$ cat src/rtl/osc_pkg.sv
// Shared types and helpers for the multi-channel oscillation detector.
// Latency: n/a (types and constant functions only).
// Backpressure: n/a.
package osc_pkg;

    // Per-channel tracking state; encoding 3 is unreachable and decodes as IDLE
    typedef enum logic [1:0] {
        IDLE  = 2'd0,
        CASE1 = 2'd1,
        CASE2 = 2'd2
    } osc_state_t;

    // Saturation value of a w-bit counter, usable in localparam expressions
    function automatic int sat_val(input int w);
        return (1 << w) - 1;
    endfunction

endpackage

$ cat src/rtl/osc_chan.sv
// One channel: alternation FSM, saturating run counter, registered y and sticky flag.
// Latency: y/sticky/cnt update on the edge that takes the sample, visible next cycle.
// Backpressure: none; en=0 freezes state, count and y, clr still acts on sticky.
module osc_chan
    import osc_pkg::*;
#(
    parameter int CNT_W  = 4,
    parameter int THRESH = 4
) (
    input  logic             clk,
    input  logic             rst,
    input  logic             en,
    input  logic             a,
    input  logic             clr,
    output logic             y,
    output logic             sticky,
    output logic [CNT_W-1:0] cnt
);

    localparam logic [CNT_W-1:0] SAT = CNT_W'(sat_val(CNT_W));
    localparam logic [CNT_W-1:0] THR = CNT_W'(THRESH);

    osc_state_t       state_q, state_d;
    logic [CNT_W-1:0] cnt_q, cnt_d;
    logic             y_q, y_d;
    logic             sticky_q, sticky_d;

    // Next-state: advance only on enabled samples; y tracks the new count
    always_comb begin
        state_d  = state_q;
        cnt_d    = cnt_q;
        y_d      = y_q;
        sticky_d = sticky_q;

        if (en) begin
            case (state_q)
                CASE1: begin
                    if (a) begin
                        state_d = CASE2;
                        cnt_d   = (cnt_q == SAT) ? cnt_q : cnt_q + 1'b1;
                    end else begin
                        cnt_d   = '0;
                    end
                end
                CASE2: begin
                    if (!a) begin
                        state_d = CASE1;
                        cnt_d   = (cnt_q == SAT) ? cnt_q : cnt_q + 1'b1;
                    end else begin
                        cnt_d   = '0;
                    end
                end
                default: begin
                    // No previous sample yet: only record the current level
                    state_d = a ? CASE2 : CASE1;
                    cnt_d   = '0;
                end
            endcase
            y_d = (cnt_d >= THR);
        end

        // Set beats clear when both land on the same edge
        if (clr) begin
            sticky_d = 1'b0;
        end
        if (y_d) begin
            sticky_d = 1'b1;
        end
    end

    // State registers with synchronous active-low reset
    always_ff @(posedge clk) begin
        if (!rst) begin
            state_q  <= IDLE;
            cnt_q    <= '0;
            y_q      <= 1'b0;
            sticky_q <= 1'b0;
        end else begin
            state_q  <= state_d;
            cnt_q    <= cnt_d;
            y_q      <= y_d;
            sticky_q <= sticky_d;
        end
    end

    assign y      = y_q;
    assign sticky = sticky_q;
    assign cnt    = cnt_q;

endmodule

$ cat src/rtl/osc_detect_multi.sv
// CH independent oscillation detectors with packed run counts and a global OR.
// Latency: one edge from enabled sample to y/sticky/run_cnt; any_y is combinational on registered y.
// Backpressure: none; shared en freezes all channels, shared clr clears all sticky flags.
module osc_detect_multi
    import osc_pkg::*;
#(
    parameter int CH     = 4,
    parameter int CNT_W  = 4,
    parameter int THRESH = 4
) (
    input  logic                clk,
    input  logic                rst,
    input  logic                en,
    input  logic [CH-1:0]       a,
    input  logic                clr,
    output logic [CH-1:0]       y,
    output logic [CH-1:0]       sticky,
    output logic                any_y,
    output logic [CH*CNT_W-1:0] run_cnt
);

    // Threshold must be reachable by the saturating counter and non-zero
    if (THRESH < 1 || THRESH > sat_val(CNT_W)) begin : g_bad_thresh
        $error("osc_detect_multi: THRESH out of range 1..2^CNT_W-1");
    end

    for (genvar i = 0; i < CH; i++) begin : g_chan
        osc_chan #(
            .CNT_W  (CNT_W),
            .THRESH (THRESH)
        ) u_chan (
            .clk    (clk),
            .rst    (rst),
            .en     (en),
            .a      (a[i]),
            .clr    (clr),
            .y      (y[i]),
            .sticky (sticky[i]),
            .cnt    (run_cnt[i*CNT_W +: CNT_W])
        );
    end

    assign any_y = |y;

endmodule

$ cat config.mk
export PLATFORM = sky130hd
export DESIGN_NAME = osc_detect_multi
export DESIGN_NICKNAME = d
export VERILOG_FILES = /design/src/rtl/osc_pkg.sv /design/src/rtl/osc_chan.sv /design/src/rtl/osc_detect_multi.sv
export SDC_FILE = /design/constraint.sdc
export NUM_CORES = 1
export LEC_CHECK = 0
export ABC_AREA = 1
export ABC_CLOCK_PERIOD_IN_PS = 3200
export CAP_MARGIN = 30
export CORE_AREA = 3 3 65 67
export DETAILED_ROUTE_END_ITERATION = 8
export DIE_AREA = 0 0 68 70
export PLACE_DENSITY = 0.72
export RECOVER_POWER = 25
export SYNTH_ARGS = -nofsm -noshare
export SYNTH_HDL_FRONTEND = slang
export SYNTH_HIERARCHICAL = 1
export SYNTH_SLANG_ARGS = --single-unit
$ cat constraint.sdc
create_clock -name clk -period 3.2 [get_ports clk]
set_clock_uncertainty 0.1 [all_clocks]
set_input_delay 0.48 -clock clk [delete_from_list [all_inputs] [get_ports clk]]
set_output_delay 0.48 -clock clk [all_outputs]
set_load 0.005 [all_outputs]
==> results of run 1 <==
==> kinds of logic after synthesis <==
family,after synthesis,share of synthesized area (%)
buffers and inverters,48,9.86
and+or+nand+nor,123,32.6
DFF,32,35.0
xor gates and xnor gates,4,1.92
AOI/OAI and AO/OA,40,12.3
adders and majority gates,12,8.21
==> worst min path at each step <==
stage / from / slack [ns] / depth (start not counted) / end
after detailed placement: g_chan[2].u_chan/sticky / 0.36 / 2 / g_chan[2].u_chan/sticky
after global routing: g_chan[3].u_chan/sticky / 0.39 / 2 / g_chan[3].u_chan/sticky
after CTS: g_chan[3].u_chan/sticky / 0.38 / 2 / g_chan[3].u_chan/sticky
final: g_chan[3].u_chan/sticky / 0.38 / 2 / g_chan[3].u_chan/sticky
after global placement: g_chan[2].u_chan/sticky / 0.37 / 2 / g_chan[2].u_chan/sticky
after floorplan: g_chan[0].u_chan/state_q[1] / 0.36 / 2 / g_chan[0].u_chan/state_q[1]
==> power by group <==
group,leakage (nW),switching (mW),internal (mW),total (mW)
clock network,0.0552,0.145,0.231,0.376
logic,0.784,0.0764,0.0546,0.131
registers,0.260,0.0120,0.412,0.424
==> per-stage QoR <==
step           cells  setup WS [ns]  area [µm²]  hold slack [ns]  total power [mW]
6_report         348           1.23        2320            0.376             0.930
2_1_floorplan    259           1.90        1830            0.357             0.517
3_5_place_dp     340           1.03        2220            0.365             0.565
4_1_cts          348           1.32        2320            0.381             0.940
3_3_place_gp     340           1.06        2220            0.366             0.563
5_1_grt          348           1.07        2320            0.388             0.983
==> layer usage <==
metal | vias to the layer above | share of wire [%] | routed length, µm | global-route usage, %
li1 | 909 | - | - | -
met1 | 763 | 50 | 1770 | 21.8
met2 | 25 | 46 | 1620 | 25.1
met3 | 2 | 4.0 | 140 | 5.14
met4 | 0 | 0.20 | 7 | 5.96
met5 | - | 0 | 0 | 0
==> synth_stat cells <==
cell	instances
dfxtp_1	32
nor2_1	34
inv_1	40
nand3b_1	4
nor3_1	4
inv_2	8
o21ai_0	8
nand3_2	8
nand2_1	49
o2111ai_1	4
ha_1	12
nor2_4	4
nand3_1	12
nand2_2	8
o211ai_1	4
xor2_1	4
a21oi_1	20
o21ai_1	4
==> state kept, by name, indices dropped and copies added, names as in the netlist <==
signal                 flops
g_chan.u_chan/state_q      8
g_chan.u_chan/sticky       4
g_chan.u_chan/y            4
g_chan.u_chan/cnt         16
==> cell type report <==
type | count | area (µm²) | area share (%)
Sequential cell | 32 | 641 | 27.6
Clock inverter | 2 | 35.0 | 1.51
Timing Repair Buffer | 33 | 328 | 14.1
Clock buffer | 6 | 72.6 | 3.12
Tap cell | 48 | 60.1 | 2.58
Inverter | 48 | 180 | 7.75
Multi-Input combinational cell | 179 | 1010 | 43.3
==> placed cells by master (no fill, tap or decap) <==
| master | count |
|---|---|
| a21oi_1 | 20 |
| buf_4 | 1 |
| bufinv_16 | 1 |
| clkbuf_1 | 1 |
| clkbuf_8 | 5 |
| clkdlybuf4s50_1 | 22 |
| clkinv_2 | 1 |
| dfxtp_1 | 32 |
| dlygate4sd3_1 | 10 |
| ha_1 | 12 |
| inv_1 | 40 |
| inv_2 | 8 |
| nand2_1 | 49 |
| nand2_2 | 8 |
| nand3_1 | 12 |
| nand3_2 | 8 |
| nand3b_1 | 4 |
| nor2_1 | 34 |
| nor2_4 | 4 |
| nor3_1 | 4 |
| o2111ai_1 | 4 |
| o211ai_1 | 4 |
| o21ai_0 | 8 |
| o21ai_1 | 4 |
| xor2_1 | 4 |
==> tightest hold or removal path, delay by kind of cell, from the launching register on <==
family,cells,cell delay [ns]
AND/OR/NAND/NOR,2,0.11
flip-flops,1,0.32
==> impl_metrics.yaml, run 1 <==
run_status:
  outcome: "complete, no violations"
clocking:
  clock-root-buffer: "clkbuf_8"
  clkTransAtPathRegs_ns: 0.07
  cts.htree.levels: 2
  clk_latency_ns: 0.28
  ctsHoldBuffers: 0
  cts_buffers: 5
  clock_sinks: 32
  post_cts_buffers: 0
  cts_tree: "built"
  post_cts_resized: 0
  clockBufferDepth: 2
sta:
  final-setup-viol-count: 0
  tightest_slew_ns: 0.664
  maxClockFrequency_mhz: 508
  hold_viol_final: 0
  min_period_ns: 1.97
  post-route-period-util_pct: 61.5
  rsz0062_at_grt: "no"
  max-slew-margin-rel_pct: 55.6
  tns_ns: 0
  slew_violations: 0
critical_path:
  cp_top_family: "buffers and inverters"
  cp_slowest_cell: "dlygate4sd3_1"
  cp_num_cells: 6
  cpMostUsedCell: "a21oi_1"
  crit_required_ns: 3.26
  crit_path_end: "g_chan[1].u_chan/state_q[0]"
  worstSetupStartpointType: "primary input"
  reg2reg_setup_slack_ns: 1.73
  crit_buf_inv: 2
  crit_chain: "dlygate4sd3_1, inv_1, a21oi_1, o21ai_0, nand2_1, a21oi_1"
  worstSetupEndpointType: "register"
  cp_max_fo: 12
  slowest_delay_ns: 0.86
  critPathLaunch: "en"
  reg2reg_to: "g_chan[2].u_chan/sticky"
  worstPathArrival_ns: 2.03
  path_class: "primary input to register"
  reg2regPathDepth: 9
  rr_startpoint: "g_chan[2].u_chan/state_q[0]"
final_layout:
  nFillCells: 335
  final_nets: 319
  layout-drive-gt1-share_pct: 12.0
  finish.utilization_pct: 63.0
  antenna_cells: 0
  area_growth_pct: 27.1
global_route:
  grt.overflow.total: 0
  grt.total_usage_pct: 16.6
  grt_pass1_wl_um: 6280
  antenna_found_initial: 0
  grt_pass1_vias: 1508
  grt_max_degree: 17
routing:
  drc_errors: 0
  ant_nets: 0
  vias: 1699
  drt_pass1_iterations: 4
  routed_wirelength_um: 3540
  wl_per_cell_um: 10.2
  routed_via_density: 4.88
  drt_iter0_drc: 62
logic_synthesis:
  syn_area_um2: 1830
  synth_top_area_cell: "dfxtp_1"
  ys_seq_area_share_pct: 35.0
  postSynthAreaPerCell_um2: 7.06
  yosys-top-cells-area: "dfxtp_1, nand2_1, ha_1"
  ys_seq_elements: 32
  yosysWarnings: 6
  syn_nets: 279
  netlist_instances: 259
  ys_types: 18
  yosys.area.top_type_share_pct: 35.0
hold_path:
  hp-class: "register to register"
placement:
  port_buffers: 32
  place_congestion: 0.817
  dp_hpwl_um: 2730
floorplan:
  placementRows: 22
  dieArea_um2: 4760
  die_x_um: 68
  ios: 33
  die_y_um: 70
  core-area_um2: 3690
  initial_core_util_pct: 49.6
flow_run:
  maxCapViolations: 0
power_and_ir_drop:
  p_per_area_nw_per_um2: 400
  leakage_nw: 1.10
  vdd.ir_drop.worst_v: 0.000415
No activity file was read; power rests on OpenSTA's default activity.
==> run 2, diff against run 1 <==
--- a/config.mk
+++ b/config.mk
@@ -6,12 +6,12 @@
 export NUM_CORES = 1
 export LEC_CHECK = 0
 export ABC_AREA = 1
-export ABC_CLOCK_PERIOD_IN_PS = 3200
+export ABC_CLOCK_PERIOD_IN_PS = 1700
 export CAP_MARGIN = 30
-export CORE_AREA = 3 3 65 67
+export CORE_AREA = 3 3 67 69
 export DETAILED_ROUTE_END_ITERATION = 8
-export DIE_AREA = 0 0 68 70
-export PLACE_DENSITY = 0.72
+export DIE_AREA = 0 0 70 72
+export PLACE_DENSITY = 0.71
 export RECOVER_POWER = 25
 export SYNTH_ARGS = -nofsm -noshare
 export SYNTH_HDL_FRONTEND = slang
==> constraint.sdc (replaced) <==
create_clock -name clk -period 1.7 [get_ports clk]
set_clock_uncertainty 0.1 [all_clocks]
set_input_delay 0.255 -clock clk [delete_from_list [all_inputs] [get_ports clk]]
set_output_delay 0.255 -clock clk [all_outputs]
set_load 0.005 [all_outputs]
==> impl_metrics.yaml, run 2 (synthesis results as in run 1) <==
run_status:
  outcome: "complete, no violations"
routing:
  dr_wl_met3_um: 147
  wl_met2_um: 1750
  vias: 1701
  drt_pass1_iterations: 4
  routed_via_density: 4.86
  wl_met1_um: 1750
  wl_per_cell_um: 10.5
  routed_wirelength_um: 3680
  top_layer: "met4"
  drc_errors: 0
  drt_iter0_drc: 109
  ant_nets: 0
placement:
  dp_hpwl_um: 2880
  numPlacedInstances: 343
  place_congestion: 0.767
  port_buffers: 32
  dpl_cell_area_um2: 2240
floorplan:
  dieArea_um2: 5040
  die_x_um: 70
  die_y_um: 72
  core-area_um2: 3970
  ios: 33
  placementRows: 23
  initial_core_util_pct: 46.0
clocking:
  clkTransAtPathRegs_ns: 0.06
  ctsHoldBuffers: 0
  cts.htree.levels: 2
  clockBufferDepth: 2
  clock-root-buffer: "clkbuf_8"
  clock_sinks: 32
  cts_buffers: 5
  cts_tree: "built"
  clk_latency_ns: 0.27
hold_path:
  worstHoldStart: "g_chan[0].u_chan/sticky"
  hold_depth: 2
  min_to: "g_chan[0].u_chan/sticky"
  hp-class: "register to register"
critical_path:
  reg2reg_setup_slack_ns: 0.24
  reg2regPathDepth: 7
  cp_top_family: "buffers and inverters"
  worstSetupEndpointType: "output pin"
  crit_required_ns: 1.34
  cp_max_fo: 3
  worstSetupStartpointType: "register"
  path_class: "register to output pin"
  crit_chain: "nor2_1, nand2_1, clkdlybuf4s50_1"
  crit_buf_inv: 1
  worstPathArrival_ns: 1.29
  reg2reg_to: "g_chan[2].u_chan/cnt[1]"
  cp_slowest_cell: "clkdlybuf4s50_1"
  slowest_delay_ns: 0.50
  rr_startpoint: "g_chan[2].u_chan/state_q[0]"
global_route:
  grt.overflow.total: 0
  grt_pass1_vias: 1523
  grt_max_degree: 17
  grt_pass1_wl_um: 6480
  grt.total_usage_pct: 15.7
  antenna_found_initial: 0
sta:
  maxClockFrequency_mhz: 608
  final-setup-viol-count: 0
  max-slew-margin-rel_pct: 80.3
  rsz0062_at_grt: "no"
  hold_viol_final: 0
  min_period_ns: 1.64
  post-route-period-util_pct: 96.7
  tightest_slew_ns: 0.293
  slew_violations: 0
final_layout:
  final_nets: 320
  layout-drive-gt1-share_pct: 11.3
  final_common_cell: "nand2_1"
  fin_area_um2: 2290
  antenna_cells: 0
  fin_cells: 350
  area_growth_pct: 25.5
  largest_reg_flops: 16
  final_cell_mix: "nand2_1, inv_1, nor2_1, dfxtp_1, clkdlybuf4s50_1"
power_and_ir_drop:
  leakage_nw: 1.07
  p_per_area_nw_per_um2: 688
  vdd.ir_drop.worst_v: 0.000441
flow_run:
  maxCapViolations: 0
-- run 2: changes by cell type in the layout (fill, tap and decap cells not counted), sizes merged --
cell | before | now
bufinv | 1 | 0
dlygate4sd3 | 10 | 1
clkdlybuf4s50 | 22 | 31
buf | 1 | 2
-- run 2: final cells by class --
class	count	area [µm²]
Timing Repair Buffer	34	348
Inverter	48	180
Fill cell	396	1680
Clock inverter	1	5.00
Sequential cell	32	642
Tap cell	50	62.6
Multi-Input combinational cell	179	985
Clock buffer	6	72.6
-- run 2: per-stage QoR --
step / util (%) / setup slack [ns] / TNS, ns / hold slack (ns) / power (mW)
3_3_place_gp: 56.4 / 0.0463 / 0 / 0.368 / 1.06
6_report: 57.8 / 0.0555 / 0 / 0.379 / 1.58
5_1_grt: 57.8 / 0.00568 / 0 / 0.398 / 1.68
4_1_cts: 58.3 / 0.0439 / 0 / 0.382 / 1.61
2_1_floorplan: - / 0.400 / 0 / 0.257 / 0.974
3_5_place_dp: 56.4 / -0.000416 / -0.000416 / 0.366 / 1.07
-- run 2: tightest hold or removal path: stages (launching register included) --
cell	delay, ns
dfxtp_1	0.32
nand3b_1	0.07
nand2_1	0.05
-- run 2: timing repair --
item                       in CTS  in global routing
resized for setup               0                  1
buffers inserted                0                  0
setup endpoints to repair       0                  1
-- run 2: layer usage --
layer / vias to the layer above / track usage, %
met3: 2 / 4.71
met2: 23 / 26.2
met1: 771 / 19.3
met5: - / 0
li1: 905 / -
met4: 0 / 5.74
-- run 2: where the power goes --
group          internal [mW]  switching, mW  leakage, nW  total [mW]
clock                  0.278          0.261       0.0410       0.539
sequential             0.775         0.0221        0.261       0.797
combinational          0.106          0.137        0.765       0.242
total                   1.16          0.419         1.07        1.58
-- run 2: worst max-delay path by stage --
| stage | startpoint | end | slack (ns) | cells past startpoint |
|---|---|---|---|---|
| after CTS | g_chan[0].u_chan/y | any_y | 0.04 | 3 |
| final | g_chan[0].u_chan/y | any_y | 0.06 | 3 |
| after floorplan | g_chan[0].u_chan/state_q[0] | g_chan[0].u_chan/sticky | 0.40 | 9 |
| after global routing | g_chan[0].u_chan/y | any_y | 0.006 | 3 |
| after global placement | en | g_chan[0].u_chan/state_q[0] | 0.05 | 7 |
| after detailed placement | en | g_chan[2].u_chan/state_q[0] | -0.0004 | 7 |
